[config.mk]
export PLATFORM = sky130hd
export DESIGN_NAME = cook_ctrl
export DESIGN_NICKNAME = d
export VERILOG_FILES = /design/src/rtl/cook_pkg.sv /design/src/rtl/tick_prescaler.sv /design/src/rtl/cook_ctrl.sv
export SDC_FILE = /design/constraint.sdc
export NUM_CORES = 1
export LEC_CHECK = 0
export ABC_CLOCK_PERIOD_IN_PS = 3300
export CORE_UTILIZATION = 35
export CTS_CLUSTER_SIZE = 28
export DETAILED_ROUTE_END_ITERATION = 6
export DONT_BUFFER_PORTS = 1
export PLACE_DENSITY = 0.49
export SYNTH_ARGS = -nofsm -noshare
export SYNTH_HDL_FRONTEND = slang
export SYNTH_HIERARCHICAL = 1
export SYNTH_SLANG_ARGS = --single-unit
[constraint.sdc]
create_clock -name clk -period 3.3 [get_ports clk]
set_input_delay 0.66 -clock clk [delete_from_list [all_inputs] [get_ports clk]]
set_output_delay 0.66 -clock clk [all_outputs]
set_load 0.01 [all_outputs]
[src/rtl/cook_pkg.sv]
// cook_pkg: shared encodings and constants for the microwave cook sequencer.
// Ports: none (package). Imported by cook_ctrl and tick_prescaler.
package cook_pkg;

  typedef enum logic [2:0] {
    S_IDLE  = 3'd0,
    S_ENTRY = 3'd1,
    S_LOAD  = 3'd2,
    S_COOK  = 3'd3,
    S_PAUSE = 3'd4,
    S_DONE  = 3'd5
  } state_e;

  localparam logic [3:0]  BCD_MAX      = 4'd9;
  localparam logic [3:0]  SEC_TENS_MAX = 4'd5;
  localparam logic [15:0] QUICK_TIME   = 16'h0030;

  // A cook time is startable when the door is shut, the time is
  // non-zero and the seconds-tens digit is a legal 0..5.
  function automatic logic start_ok(
    input logic [15:0] t,
    input logic        door
  );
    return door && (t != 16'h0) && (t[7:4] <= SEC_TENS_MAX);
  endfunction

endpackage

[src/rtl/tick_prescaler.sv]
// tick_prescaler: divides clk to a one-cycle count tick every TICK_DIV runs.
// Ports: clk, rst_n (async low), clr_i (sync clear), run_i (advance), tick_o.
module tick_prescaler
  import cook_pkg::*;
#(
  parameter int TICK_DIV = 100
) (
  input  logic clk,
  input  logic rst_n,
  input  logic clr_i,
  input  logic run_i,
  output logic tick_o
);

  localparam int W = $clog2(TICK_DIV);
  localparam logic [W-1:0] LAST = W'(TICK_DIV - 1);

  logic [W-1:0] cnt_q;
  logic [W-1:0] cnt_d;

  assign tick_o = run_i && (cnt_q == LAST);

  always_comb begin
    cnt_d = cnt_q;
    if (clr_i) begin
      cnt_d = '0;
    end else if (run_i) begin
      cnt_d = tick_o ? '0 : cnt_q + 1'b1;
    end
  end

  always_ff @(posedge clk or negedge rst_n) begin
    if (!rst_n) begin
      cnt_q <= '0;
    end else begin
      cnt_q <= cnt_d;
    end
  end

endmodule

[src/rtl/cook_ctrl.sv]
// cook_ctrl: microwave cook sequencer (keypad entry, load, cook, pause, done).
// Ports: clk, clrn, key/start/stop/clear strobes, door_closed, timer_zero in;
//        load_data, loadn, count_en, mag_on, done, state out.
// Option: define QUICK_START_EN for a 30 s quick cook on start from IDLE.
module cook_ctrl
  import cook_pkg::*;
#(
  parameter int TICK_DIV  = 100,
  parameter int DONE_SECS = 3
) (
  input  logic        clk,
  input  logic        clrn,
  input  logic        key_valid,
  input  logic [3:0]  key_digit,
  input  logic        start,
  input  logic        stop,
  input  logic        clear,
  input  logic        door_closed,
  input  logic        timer_zero,
  output logic [15:0] load_data,
  output logic        loadn,
  output logic        count_en,
  output logic        mag_on,
  output logic        done,
  output logic [2:0]  state
);

  localparam int DW = $clog2(DONE_SECS + 1);
  localparam logic [DW-1:0] DLAST = DW'(DONE_SECS - 1);

  state_e        state_q, state_d;
  logic [15:0]   entry_q, entry_d;
  logic [DW-1:0] dcnt_q, dcnt_d;
  logic          loadn_q, mag_q, done_q;

  logic key_ok;
  logic tick;
  logic pre_clr;
  logic pre_run;
  logic cook_run;

  assign key_ok = key_valid && (key_digit <= BCD_MAX);

  // Keep counting in COOK unless leaving for PAUSE; the prescaler
  // then resumes from the held phase.
  assign cook_run = (state_q == S_COOK) &&
                    (timer_zero || (door_closed && !stop));
  assign pre_run  = cook_run || (state_q == S_DONE);
  assign pre_clr  = (state_q == S_LOAD);

  tick_prescaler #(
    .TICK_DIV (TICK_DIV)
  ) u_pre (
    .clk    (clk),
    .rst_n  (clrn),
    .clr_i  (pre_clr),
    .run_i  (pre_run),
    .tick_o (tick)
  );

  // No decrement once the chain reads zero or when cooking is abandoned.
  assign count_en = (state_q == S_LOAD) ||
                    ((state_q == S_COOK) && tick &&
                     !timer_zero && !clear);

  assign load_data = entry_q;
  assign loadn     = loadn_q;
  assign mag_on    = mag_q;
  assign done      = done_q;
  assign state     = state_q;

  always_comb begin
    state_d = state_q;
    entry_d = entry_q;
    dcnt_d  = dcnt_q;
    case (state_q)
      S_IDLE: begin
        if (clear) begin
          entry_d = '0;
        end else if (stop) begin
          state_d = S_IDLE;
        end else if (start) begin
`ifdef QUICK_START_EN
          if (door_closed) begin
            entry_d = QUICK_TIME;
            state_d = S_LOAD;
          end
`else
          state_d = S_IDLE;
`endif
        end else if (key_ok) begin
          entry_d = {entry_q[11:0], key_digit};
          state_d = S_ENTRY;
        end
      end
      S_ENTRY: begin
        if (clear) begin
          entry_d = '0;
          state_d = S_IDLE;
        end else if (stop) begin
          state_d = S_ENTRY;
        end else if (start) begin
          if (start_ok(entry_q, door_closed)) begin
            state_d = S_LOAD;
          end
        end else if (key_ok) begin
          entry_d = {entry_q[11:0], key_digit};
        end
      end
      S_LOAD: begin
        state_d = S_COOK;
      end
      S_COOK: begin
        if (clear) begin
          entry_d = '0;
          state_d = S_IDLE;
        end else if (timer_zero) begin
          dcnt_d  = '0;
          state_d = S_DONE;
        end else if (!door_closed || stop) begin
          state_d = S_PAUSE;
        end
      end
      S_PAUSE: begin
        if (clear || stop) begin
          entry_d = '0;
          state_d = S_IDLE;
        end else if (start && door_closed) begin
          state_d = S_COOK;
        end
      end
      S_DONE: begin
        if (clear || stop || start || key_valid) begin
          entry_d = '0;
          state_d = S_IDLE;
        end else if (tick) begin
          if (dcnt_q == DLAST) begin
            entry_d = '0;
            state_d = S_IDLE;
          end else begin
            dcnt_d = dcnt_q + 1'b1;
          end
        end
      end
      default: begin
        state_d = S_IDLE;
      end
    endcase
  end

  // Outputs are registered from the next state so they align with state.
  always_ff @(posedge clk or negedge clrn) begin
    if (!clrn) begin
      state_q <= S_IDLE;
      entry_q <= '0;
      dcnt_q  <= '0;
      loadn_q <= 1'b1;
      mag_q   <= 1'b0;
      done_q  <= 1'b0;
    end else begin
      state_q <= state_d;
      entry_q <= entry_d;
      dcnt_q  <= dcnt_d;
      loadn_q <= (state_d != S_LOAD);
      mag_q   <= (state_d == S_COOK);
      done_q  <= (state_d == S_DONE);
    end
  end

endmodule

==> summary.md <==
| Metric | Value |
|---|---|
| Run status | `complete, no violations` |
| I/O pin count | `35` |
| Tcrit/Tclk final | `92.3%` |
| Yosys reg bits | `31` |
| Area grow syn2layout | `9.15%` |
| Violation count after the first detailed-routing iteration | `66` |
| # fillers | `519` |
| First-pass iteration count of the detailed router | `4` |
| WP data required | `2640 ps` |
| Number of synthesized flops with an enable pin | `0` |
| Simple-gate share of the synthesized area | `23.2%` |
| WL final | `4110 µm` |
| RePlAce Congestion | `between 0.8 and 0.9` |
| Worst Path Buf+Inv | `0` |
| Horiz. Die Dim | `74.3 µm` |
| Total power | `1.26 mW` |
| Clk root buf | `clkbuf_8` |
| Crit-path slowest cell | `dfrtp_1` |
| CP arrival | `between 2000 and 2500 ps` |
| Most common cell after layout, fill and taps aside | `dfrtp_1` |
| Vias/cell | `5.54` |
| Rel. slew slack | `54.8%` |
| R2R depth | `8` |
| CP startpoint kind | `flip-flop` |
| Number of antenna violations at the first check in global routing | `0` |
| Syn_nets | `198` |
| Commonest cells after routing, fill and taps aside | `dfrtp_1, inv_1, nand2_1, mux2i_1, nor2_1` |
| Syn Std Cell Area | `0.00183 mm²` |
| Worst stage delay on the critical path | `580 ps` |
| Dpl ws | `about 440 ps` |
| Die span in y | `74.3 µm` |
| Row cnt | `25` |
| Max cap viols | `0` |
| Critical path class | `reg -> out` |
| Layout cells sized above 1 | `a little under an eighth` |
| Die area | `0.00553 mm²` |
| H-tree level count | `2` |
| CTS sink count | `31` |
| Synth cell types | `around 50` |
| R2R Setup Slk | `510 ps` |
| Setup bufs post-CTS | `0` |
| Routed len/inst | `16.1 µm` |
| Clk buf depth | `2` |
| Pin count of the biggest net entering global routing | `32` |
| Fin. max-slew vios | `0` |
| Slew @ Worst Pin | `675 ps` |
| R2R Path End | `load_data[8]` |
| Antenna Nets Post-Route | `0` |
| Cells after Synth | `184` |
| Post-synthesis mux area share | `9.29%` |
| Fin. Hold Viols | `0` |
| Fin worst setup slack | `about 250 ps` |
| P_leak | `0.853 nW` |
| Layout Nets | `around 200` |
| Crit. End Element | `output pin` |
| Min Tclk post-route | `3050 ps` |
| Total global routing overflow | `0` |
| Core Region | `a little under 0.005 mm²` |
| Max VDD drop | `around 0.22 mV` |
| Post-cts gate resize count | `0` |
| Clk_lat worst skew | `~280 ps` |
| Largest fanout on the critical path | `16` |
| Hold Path Class | `in -> async` |
| GRT Util Overall | `~17%` |
| Post-synthesis area per instance | `roughly 10 µm²` |
| Largest family of logic cells by synthesized area | `simple AND/OR/NAND/NOR gates` |
| TritonCTS clock tree | `yes` |
| Fmax | `around 330 MHz` |
| Crit-path cells | `nor2b_1 -> o21ai_0 -> a21boi_0 -> nand4b_1 -> nor2_1 -> a31o_2` |
| Ys async rst share | `100%` |
| RSZ-0062 raised after global routing | `false` |
| Clk_skew | `approximately 5.0 ps` |
| First-pass GRT wire length | `a little under 7000 µm` |
| Post-synthesis sequential area ratio | `42.4%` |
| Starting Density | `37.5%` |
| Family with the most delay on the worst path | `simple AND/OR/NAND/NOR gates` |
| Num CTS Buffers | `5` |
| RR Startpoint | `state[2]` |
| DRC violations left | `0` |
| P per Cell Area | `630 mW/mm²` |
| Vias in the first global route | `about 1400` |
| Cts hold-fix bufs | `0` |
| Setup_tns | `0 ps` |
| Diode count | `0` |
| Final Setup Violations | `0` |
| Synth warnings | `6` |
| Top FF cell, synth | `dfrtp_1` |
| Port bufs | `0` |
| Via count | `1412` |
| Post-Synth Adder-Cell Area | `1.37%` |
| Clock transition at path regs | `70 ps` |
| Post-synthesis xor/xnor area fraction | `1.43%` |
| Compound-Gate Fraction of Synth Area | `15.4%` |
| DP HPWL | `2950 µm` |
==> cells in the mapped netlist, types with 4 or more instances <==
cell | number | area, µm²
or3_1 | 4 | 25.0
nor3_1 | 4 | 20.0
nand2b_1 | 5 | 31.3
o21ai_0 | 7 | 35.0
mux2i_1 | 17 | 170
nand4_1 | 4 | 25.0
nand2_1 | 19 | 71.3
nor2_1 | 9 | 33.8
inv_1 | 19 | 71.3
nor2b_1 | 4 | 25.0
dfrtp_1 | 30 | 751
==> stage by stage <==
stage | area (µm²) | instances | hold WS, ps | util (%)
6_report | 2000 | 255 | 68.7 | 41.0
5_1_grt | 2000 | 255 | 39.0 | 41.0
4_1_cts | 2000 | 255 | 52.5 | 41.0
3_5_place_dp | 1880 | 247 | 366 | 38.6
3_3_place_gp | 1880 | 247 | 365 | 38.6
2_1_floorplan | 1830 | 184 | 364 | -
==> routing by layer <==
metal	vias up	track usage [%]	share of wire [%]
li1	663	-	-
met1	697	23.0	47
met2	46	23.8	45
met3	6	5.83	6.8
met4	0	7.55	1.5
met5	-	0	0
==> power breakdown <==
group,leakage (nW),internal [mW],switching (mW)
Clock,0.0612,0.244,0.140
Combinational,0.377,0.140,0.165
Sequential,0.415,0.447,0.123
Total,0.853,0.830,0.429
==> flip-flops by register name, summed over array words and instances, names as in the netlist <==
signal and count:
dcnt_q 2, done 1, load_data 16, loadn 1, mag_on 1, state 3
u_pre/cnt_q 7
==> cell families (layout without fill, tap and decap cells) <==
logic type                 after synthesis  in the layout
and+or+nand+nor                         70             70
AOI/OAI and AO/OA                       35             35
DFF                                     31             31
buffers and inverters                   26             30
muxes                                   17             17
xor gates and xnor gates                 3              3
adders and majority gates                2              2
==> how the worst max path moves through the flow <==
stage | slack [ps] | depth (start not counted) | startpoint | to
5_1_grt | 60 | 6 | state[2] | count_en
4_1_cts | 250 | 6 | state[2] | count_en
6_report | 250 | 6 | state[2] | count_en
2_1_floorplan | 670 | 8 | state[1] | count_en
3_3_place_gp | 560 | 8 | door_closed | load_data[12]
3_5_place_dp | 440 | 8 | door_closed | load_data[8]
==> cell type report <==
type | count | area (µm²) | area share (%)
Multi-Input combinational cell | 127 | 927 | 46.4
Sequential cell | 31 | 777 | 38.9
Tap cell | 67 | 83.8 | 4.19
Clock buffer | 6 | 82.6 | 4.13
Inverter | 19 | 71.3 | 3.57
Clock inverter | 2 | 35.0 | 1.75
Timing Repair Buffer | 3 | 22.5 | 1.13
Note: power is estimated with default switching activity, not from simulation.
